==> src/rtl/tone_scheduler_if.sv <==
// Button-pulse inputs and tone/volume outputs of the tone scheduler.
// Inputs are single-cycle pulses; there is no backpressure in either direction.
interface tone_scheduler_if;
  logic        req_do;
  logic        req_re;
  logic        req_mi;
  logic        vol_up;
  logic        vol_dn;
  logic        play;
  logic [21:0] note_div;
  logic        note_on;
  logic [15:0] amp_hi;
  logic [15:0] amp_lo;
  logic [3:0]  vol;
  logic [3:0]  vol_tens;
  logic [3:0]  vol_ones;
  logic [2:0]  mel_idx;
  logic [1:0]  state;

  modport master (
    output req_do, req_re, req_mi, vol_up, vol_dn, play,
    input  note_div, note_on, amp_hi, amp_lo, vol, vol_tens, vol_ones, mel_idx, state
  );

  modport slave (
    input  req_do, req_re, req_mi, vol_up, vol_dn, play,
    output note_div, note_on, amp_hi, amp_lo, vol, vol_tens, vol_ones, mel_idx, state
  );
endinterface

==> src/rtl/tone_scheduler.sv <==
// Arbitrates manual DO/RE/MI requests and an 8-note melody onto one tone channel,
// and owns the volume level with its amplitude pair and decimal digits.
module tone_scheduler #(
  parameter int          NOTE_TICKS = 25_000_000,
  parameter int          GAP_TICKS  = 5_000_000,
  parameter logic [3:0]  VOL_INIT   = 4'd8
) (
  input  logic            clk,
  input  logic            rst,
  tone_scheduler_if.slave bus
);

  typedef enum logic [1:0] {
    IDLE     = 2'd0,
    MANUAL   = 2'd1,
    MEL_NOTE = 2'd2,
    MEL_GAP  = 2'd3
  } state_t;

  localparam int CNT_MAX = (NOTE_TICKS > GAP_TICKS) ? NOTE_TICKS : GAP_TICKS;
  localparam int CW      = $clog2(CNT_MAX) + 1;
  localparam logic [CW-1:0] NOTE_LOAD = CW'(NOTE_TICKS - 1);
  localparam logic [CW-1:0] GAP_LOAD  = CW'(GAP_TICKS - 1);

  localparam logic [21:0] DIV_DO = 22'd190839;
  localparam logic [21:0] DIV_RE = 22'd170068;
  localparam logic [21:0] DIV_MI = 22'd151515;

  localparam logic [15:0] AMP_INIT  = {1'b0, VOL_INIT, 11'b0};
  localparam logic [15:0] AMPN_INIT = 16'd0 - AMP_INIT;
  localparam logic [3:0]  TENS_INIT = (VOL_INIT >= 4'd10) ? 4'd1 : 4'd0;
  localparam logic [3:0]  ONES_INIT = (VOL_INIT >= 4'd10) ? VOL_INIT - 4'd10 : VOL_INIT;

  function automatic logic [21:0] mel_rom(input logic [2:0] idx);
    case (idx)
      3'd0, 3'd5, 3'd7: mel_rom = DIV_DO;
      3'd1, 3'd4, 3'd6: mel_rom = DIV_RE;
      default:          mel_rom = DIV_MI;
    endcase
  endfunction

  state_t         state_q, state_d;
  logic [CW-1:0]  cnt_q, cnt_d;
  logic [21:0]    div_q, div_d;
  logic           on_q, on_d;
  logic [2:0]     mel_q, mel_d;
  logic [3:0]     vol_q, vol_d;
  logic [15:0]    amp_hi_q, amp_hi_d, amp_lo_q, amp_lo_d;
  logic [3:0]     tens_q, tens_d, ones_q, ones_d;
  logic           req_any;
  logic [21:0]    req_div;

  assign req_any = bus.req_do | bus.req_re | bus.req_mi;
  assign req_div = bus.req_do ? DIV_DO : (bus.req_re ? DIV_RE : DIV_MI);

  always_ff @(posedge clk or negedge rst) begin
    if (!rst) begin
      state_q  <= IDLE;
      cnt_q    <= '0;
      div_q    <= '0;
      on_q     <= 1'b0;
      mel_q    <= '0;
      vol_q    <= VOL_INIT;
      amp_hi_q <= AMP_INIT;
      amp_lo_q <= AMPN_INIT;
      tens_q   <= TENS_INIT;
      ones_q   <= ONES_INIT;
    end else begin
      state_q  <= state_d;
      cnt_q    <= cnt_d;
      div_q    <= div_d;
      on_q     <= on_d;
      mel_q    <= mel_d;
      vol_q    <= vol_d;
      amp_hi_q <= amp_hi_d;
      amp_lo_q <= amp_lo_d;
      tens_q   <= tens_d;
      ones_q   <= ones_d;
    end
  end

  always_comb begin
    state_d = state_q;
    cnt_d   = cnt_q;
    div_d   = div_q;
    on_d    = on_q;
    mel_d   = mel_q;

    case (state_q)
      IDLE, MANUAL: begin
        // play wins over any note request arriving in the same cycle
        if (bus.play) begin
          state_d = MEL_NOTE;
          mel_d   = 3'd0;
          div_d   = mel_rom(3'd0);
          on_d    = 1'b1;
          cnt_d   = NOTE_LOAD;
        end else if (req_any) begin
          state_d = MANUAL;
          div_d   = req_div;
          on_d    = 1'b1;
          cnt_d   = NOTE_LOAD;
        end else if (state_q == MANUAL) begin
          if (cnt_q == '0) begin
            state_d = IDLE;
            on_d    = 1'b0;
          end else begin
            cnt_d = cnt_q - 1'b1;
          end
        end
      end
      MEL_NOTE, MEL_GAP: begin
        if (bus.play) begin
          state_d = IDLE;
          on_d    = 1'b0;
          mel_d   = 3'd0;
          cnt_d   = '0;
        end else if (cnt_q != '0) begin
          cnt_d = cnt_q - 1'b1;
        end else if (state_q == MEL_NOTE) begin
          state_d = MEL_GAP;
          on_d    = 1'b0;
          cnt_d   = GAP_LOAD;
        end else if (mel_q != 3'd7) begin
          state_d = MEL_NOTE;
          mel_d   = mel_q + 3'd1;
          div_d   = mel_rom(mel_q + 3'd1);
          on_d    = 1'b1;
          cnt_d   = NOTE_LOAD;
        end else begin
          state_d = IDLE;
          mel_d   = 3'd0;
        end
      end
      default: state_d = IDLE;
    endcase
  end

  // Volume path runs independently of the tone FSM; up+dn together cancel.
  always_comb begin
    vol_d = vol_q;
    if (bus.vol_up && !bus.vol_dn && vol_q != 4'd15)
      vol_d = vol_q + 4'd1;
    else if (bus.vol_dn && !bus.vol_up && vol_q != 4'd0)
      vol_d = vol_q - 4'd1;
    amp_hi_d = {1'b0, vol_d, 11'b0};
    amp_lo_d = 16'd0 - amp_hi_d;
    tens_d   = (vol_d >= 4'd10) ? 4'd1 : 4'd0;
    ones_d   = (vol_d >= 4'd10) ? vol_d - 4'd10 : vol_d;
  end

  assign bus.note_div = div_q;
  assign bus.note_on  = on_q;
  assign bus.amp_hi   = amp_hi_q;
  assign bus.amp_lo   = amp_lo_q;
  assign bus.vol      = vol_q;
  assign bus.vol_tens = tens_q;
  assign bus.vol_ones = ones_q;
  assign bus.mel_idx  = mel_q;
  assign bus.state    = state_q;

endmodule
==> src/flat_wrapper.sv <==
// flat-port wrapper written by rule: the top's interface ports become plain ports
module tone_scheduler_flat 
#(
  parameter int          NOTE_TICKS = 25_000_000,
  parameter int          GAP_TICKS  = 5_000_000,
  parameter logic [3:0]  VOL_INIT   = 4'd8
)
  (clk, rst, bus_req_do, bus_req_re, bus_req_mi, bus_vol_up, bus_vol_dn, bus_play, bus_note_div, bus_note_on, bus_amp_hi, bus_amp_lo, bus_vol, bus_vol_tens, bus_vol_ones, bus_mel_idx, bus_state);
  tone_scheduler_if bus_i ();
  input  logic clk;
  input  logic rst;
  input wire logic [$bits(bus_i.req_do)-1:0] bus_req_do;
  input wire logic [$bits(bus_i.req_re)-1:0] bus_req_re;
  input wire logic [$bits(bus_i.req_mi)-1:0] bus_req_mi;
  input wire logic [$bits(bus_i.vol_up)-1:0] bus_vol_up;
  input wire logic [$bits(bus_i.vol_dn)-1:0] bus_vol_dn;
  input wire logic [$bits(bus_i.play)-1:0] bus_play;
  output wire logic [$bits(bus_i.note_div)-1:0] bus_note_div;
  output wire logic [$bits(bus_i.note_on)-1:0] bus_note_on;
  output wire logic [$bits(bus_i.amp_hi)-1:0] bus_amp_hi;
  output wire logic [$bits(bus_i.amp_lo)-1:0] bus_amp_lo;
  output wire logic [$bits(bus_i.vol)-1:0] bus_vol;
  output wire logic [$bits(bus_i.vol_tens)-1:0] bus_vol_tens;
  output wire logic [$bits(bus_i.vol_ones)-1:0] bus_vol_ones;
  output wire logic [$bits(bus_i.mel_idx)-1:0] bus_mel_idx;
  output wire logic [$bits(bus_i.state)-1:0] bus_state;
  assign bus_i.req_do = bus_req_do;
  assign bus_i.req_re = bus_req_re;
  assign bus_i.req_mi = bus_req_mi;
  assign bus_i.vol_up = bus_vol_up;
  assign bus_i.vol_dn = bus_vol_dn;
  assign bus_i.play = bus_play;
  assign bus_note_div = bus_i.note_div;
  assign bus_note_on = bus_i.note_on;
  assign bus_amp_hi = bus_i.amp_hi;
  assign bus_amp_lo = bus_i.amp_lo;
  assign bus_vol = bus_i.vol;
  assign bus_vol_tens = bus_i.vol_tens;
  assign bus_vol_ones = bus_i.vol_ones;
  assign bus_mel_idx = bus_i.mel_idx;
  assign bus_state = bus_i.state;
  tone_scheduler #(.NOTE_TICKS(NOTE_TICKS), .GAP_TICKS(GAP_TICKS), .VOL_INIT(VOL_INIT)) u_core (.clk(clk), .rst(rst), .bus(bus_i));
endmodule
==> config.mk <==
export PLATFORM = sky130hd
export DESIGN_NAME = tone_scheduler_flat
export DESIGN_NICKNAME = d
export VERILOG_FILES = /design/src/rtl/tone_scheduler_if.sv /design/src/rtl/tone_scheduler.sv /design/src/flat_wrapper.sv
export SDC_FILE = /design/constraint.sdc
export NUM_CORES = 1
export LEC_CHECK = 0
export ABC_CLOCK_PERIOD_IN_PS = 7500
export BUFFER_PORTS_ARGS = -buffer_cell sky130_fd_sc_hd__buf_2
export CAP_MARGIN = 10
export CORE_ASPECT_RATIO = 0.6
export CORE_MARGIN = 2
export CORE_UTILIZATION = 55
export CTS_CLUSTER_DIAMETER = 80
export DETAILED_ROUTE_END_ITERATION = 10
export GPL_TIMING_DRIVEN = 0
export PLACE_DENSITY_LB_ADDON = 0.1
export SLEW_MARGIN = 20
export SYNTH_ARGS = -nofsm -noshare
export SYNTH_HDL_FRONTEND = slang
export SYNTH_SLANG_ARGS = --single-unit
==> constraint.sdc <==
create_clock -name clk -period 7.5 [get_ports clk]
set_input_delay 0.75 -clock clk [delete_from_list [all_inputs] [get_ports clk]]
set_output_delay 0.75 -clock clk [all_outputs]
set_load 0.1 [all_outputs]
==> results.yml <==
floorplanning:
  die_w_microns: 105
  start_util_pct: 56.3
  rows: 22
  core_area_sq_um: 6030
  die_y_microns: 64.8
  pin_count: 80
  die-area_sq_um: 6830
yosys:
  synth-seq-cells: 50
  synthAdderAreaFrac_pct: 4.06
  yosys.area_share.simple_pct: 21.5
  synthXorXnorAreaFrac_pct: 1.03
  synth_ff_type: "dfrtp_1"
  synth.area.mux_share_pct: 1.55
  synth_top_family_by_area: "simple AND/OR/NAND/NOR gates"
  ys_types: 64
  synthesis.area_sq_um: 3390
  ys.warnings.count: 0
  async_flop_share_pct: 100
  synth-edff-count: 0
  syn_area_per_cell_sq_um: 8.70
  synth-compound-area-share_pct: 20.4
  yosysSeqAreaShare_pct: 37.0
  synthCells: 390
clocking:
  ctsResizeCount: 0
  root_buffer: "clkbuf_8"
  clk_pin_slew_ns: 0.10
  cts-buffers-inserted: 5
  cts_tree: "yes"
  clockBufferDepth: 2
  clkLatencyLatePin_ns: 0.31
  cts_hold_buf: 0
  h-tree-depth: 2
  clock_sinks: 50
  cts_setup_buffers: 0
critical_path:
  end_kind: "flip-flop"
  cp_max_fo: 6
  start_kind: "flip-flop"
  critPathRequiredTime_ns: 7.69
  critical_path_class: "reg -> reg"
  cp.arrival_ns: 3.08
drt:
  ant_nets: 0
  vias: 3007
  drtPass1Iterations: 5
  wirelength_microns: 7600
  drt-vias-per-instance: 5.37
  drc: 0
  initialDrtViolationCount: 223
  wl_per_cell_microns: 13.6
placed_design:
  finalWeightedCongestion: 0.918
  io_buffer_count: 48
  dp_hpwl_microns: 5690
min_path:
  hold_class: "in -> async"
timing:
  slew_viol_final: 0
  hold_viol: 0
  fmax_mhz: 346
  finalCritPeriodShare_pct: 38.5
  fin_crit_ns: 2.89
  tightest_slew_ns: 0.788
  rsz0062_at_grt: "no"
  finClkSkew_ns: 0.00690
  holdWs_ns: 0.447
  relSlewSlack_pct: 47.1
  setup_viol: 0
  fin_tns_setup_ns: 0
global_route:
  gr-usage-all-layers_pct: 23.3
  grt_pass1_vias: 2643
  grt.overflow.total: 0
  grt_max_degree: 51
  antenna_found_initial: 0
  grt_pass1_wl_microns: 12600
cells_and_area:
  areaGrowthSynthToFinish_pct: 16.9
  fin_nets: 494
  drive_gt1_share_pct: 26.9
  n_antenna_cell: 0
  filler_cell_count: 497
  final_cell_mix: "buf_2, buf_4, dfrtp_1"
  final_common_cell: "buf_2"
power_and_ir_drop:
  peakVddDrop_uv: 337
  power.density_nw_per_um2: 375
  leakage_uw: 0.00182
outcome:
  outcome: "completed"
job:
  maxCapViolations: 0
==> path summary, 6_finish.rpt <==
kind	endpoint	depth (start not counted)	slack, ns	startpoint
max reg2reg	u_core.cnt_q[17]$_DFFE_PN0P_	8	4.61	u_core.cnt_q[0]$_DFFE_PN0P_
max	u_core.cnt_q[17]$_DFFE_PN0P_	8	4.61	u_core.cnt_q[0]$_DFFE_PN0P_
max in group asynchronous	u_core.bus.state[0]$_DFFE_PN0P_	1	6.63	rst
min	u_core.cnt_q[1]$_DFFE_PN0P_	1	0.45	rst
min in group clk	u_core.cnt_q[17]$_DFFE_PN0P_	1	0.50	u_core.cnt_q[17]$_DFFE_PN0P_
min reg2reg	u_core.cnt_q[17]$_DFFE_PN0P_	1	0.50	u_core.cnt_q[17]$_DFFE_PN0P_
==> critical path: stages, from the launching register on <==
cell     delay (ns)
dfrtp_1        0.42
inv_1          0.07
ha_1           0.19
or4b_1         0.49
or4_1          0.64
o22ai_1        0.59
nor2_1         0.15
a21oi_1        0.17
a31oi_1        0.05
==> metrics by stage <==
step / cell area [sq um] / cells / total power (uW) / setup slack (ns) / utilization [%]
global route: 3970 / 560 / 1560 / 4.49 / 65.8
detailed placement: 3850 / 552 / 1300 / 4.55 / 63.9
floorplan: 3500 / 420 / 1170 / 4.81 / -
CTS: 3960 / 560 / 1490 / 4.67 / 65.8
finish: 3970 / 560 / 1490 / 4.61 / 65.8
global placement: 3850 / 552 / 1290 / 4.57 / 63.9
==> cells by family after synthesis <==
| kind of cell | count (synthesis) |
|---|---|
| DFF | 50 |
| adders and majority gates | 11 |
| other | 1 |
| AOI/OAI and AO/OA | 102 |
| xor gates and xnor gates | 4 |
| buffers and inverters | 78 |
| and+or+nand+nor | 139 |
| muxes | 5 |
==> power breakdown <==
part           internal, uW  total (uW)  switching [uW]  leakage [uW]
clock                  99.3         193            93.7     0.0000504
combinational           183         907             725       0.00119
sequential              335         388            53.1      0.000576
==> sequential cells by signal, summed over array words and instances, names as in the netlist <==
signal               cells
u_core.bus.state         2
u_core.bus.vol_ones      4
u_core.cnt_q            26
u_core.bus.note_div      6
u_core.bus.amp_hi        3
u_core.bus.mel_idx       3
u_core.bus.amp_lo        4
u_core.bus.note_on       1
u_core.bus.vol_tens      1
==> area by class of cell <==
type / instances / area, sq um / area share (%)
timing repair buffer: 48 / 243 / 6.12
clock buffer: 5 / 68.8 / 1.74
buffer: 61 / 422 / 10.6
clock inverter: 3 / 45.0 / 1.14
tap: 84 / 105 / 2.65
sequential: 50 / 1260 / 31.7
inverter: 17 / 63.8 / 1.61
multi-input combinational: 292 / 1760 / 44.4
==> synth_stat cells (2+ instances only) <==
cell	count	area (sq um)
a21o_1	2	15.0
a21oi_1	23	115
a21oi_2	2	17.5
a221oi_1	2	17.5
a22o_1	5	43.8
a31oi_1	10	62.6
and2_1	3	18.8
and3_1	2	12.5
buf_2	4	20.0
buf_4	48	360
clkbuf_1	8	30.0
dfrtp_1	46	1150
dfstp_2	4	105
ha_1	11	138
inv_1	17	63.8
mux2_1	2	22.5
mux2i_1	3	30.0
nand2_1	31	116
nand2b_1	5	31.3
nand3_1	5	25.0
nand4_1	2	12.5
nor2_1	42	158
nor2b_1	3	18.8
nor3_1	14	70.1
nor4_1	6	37.5
o211ai_1	2	15.0
o21ai_0	15	75.1
o21ai_1	11	55.1
o22ai_1	4	25.0
o31a_1	4	35.0
o31ai_1	6	45.0
o41ai_1	2	17.5
or2_1	2	12.5
or2_2	2	12.5
or3_1	8	50.1
or4_1	2	15.0
or4_4	3	33.8
xnor2_1	2	17.5
xor2_1	2	17.5
==> routing by layer <==
metal / GRT usage, % / share of wire (%)
met2: 32.5 / 40
met1: 35.3 / 49
met3: 6.64 / 9.7
met5: 0 / 0
met4: 5.17 / 0.80
No activity file was read; power rests on OpenSTA's default activity.
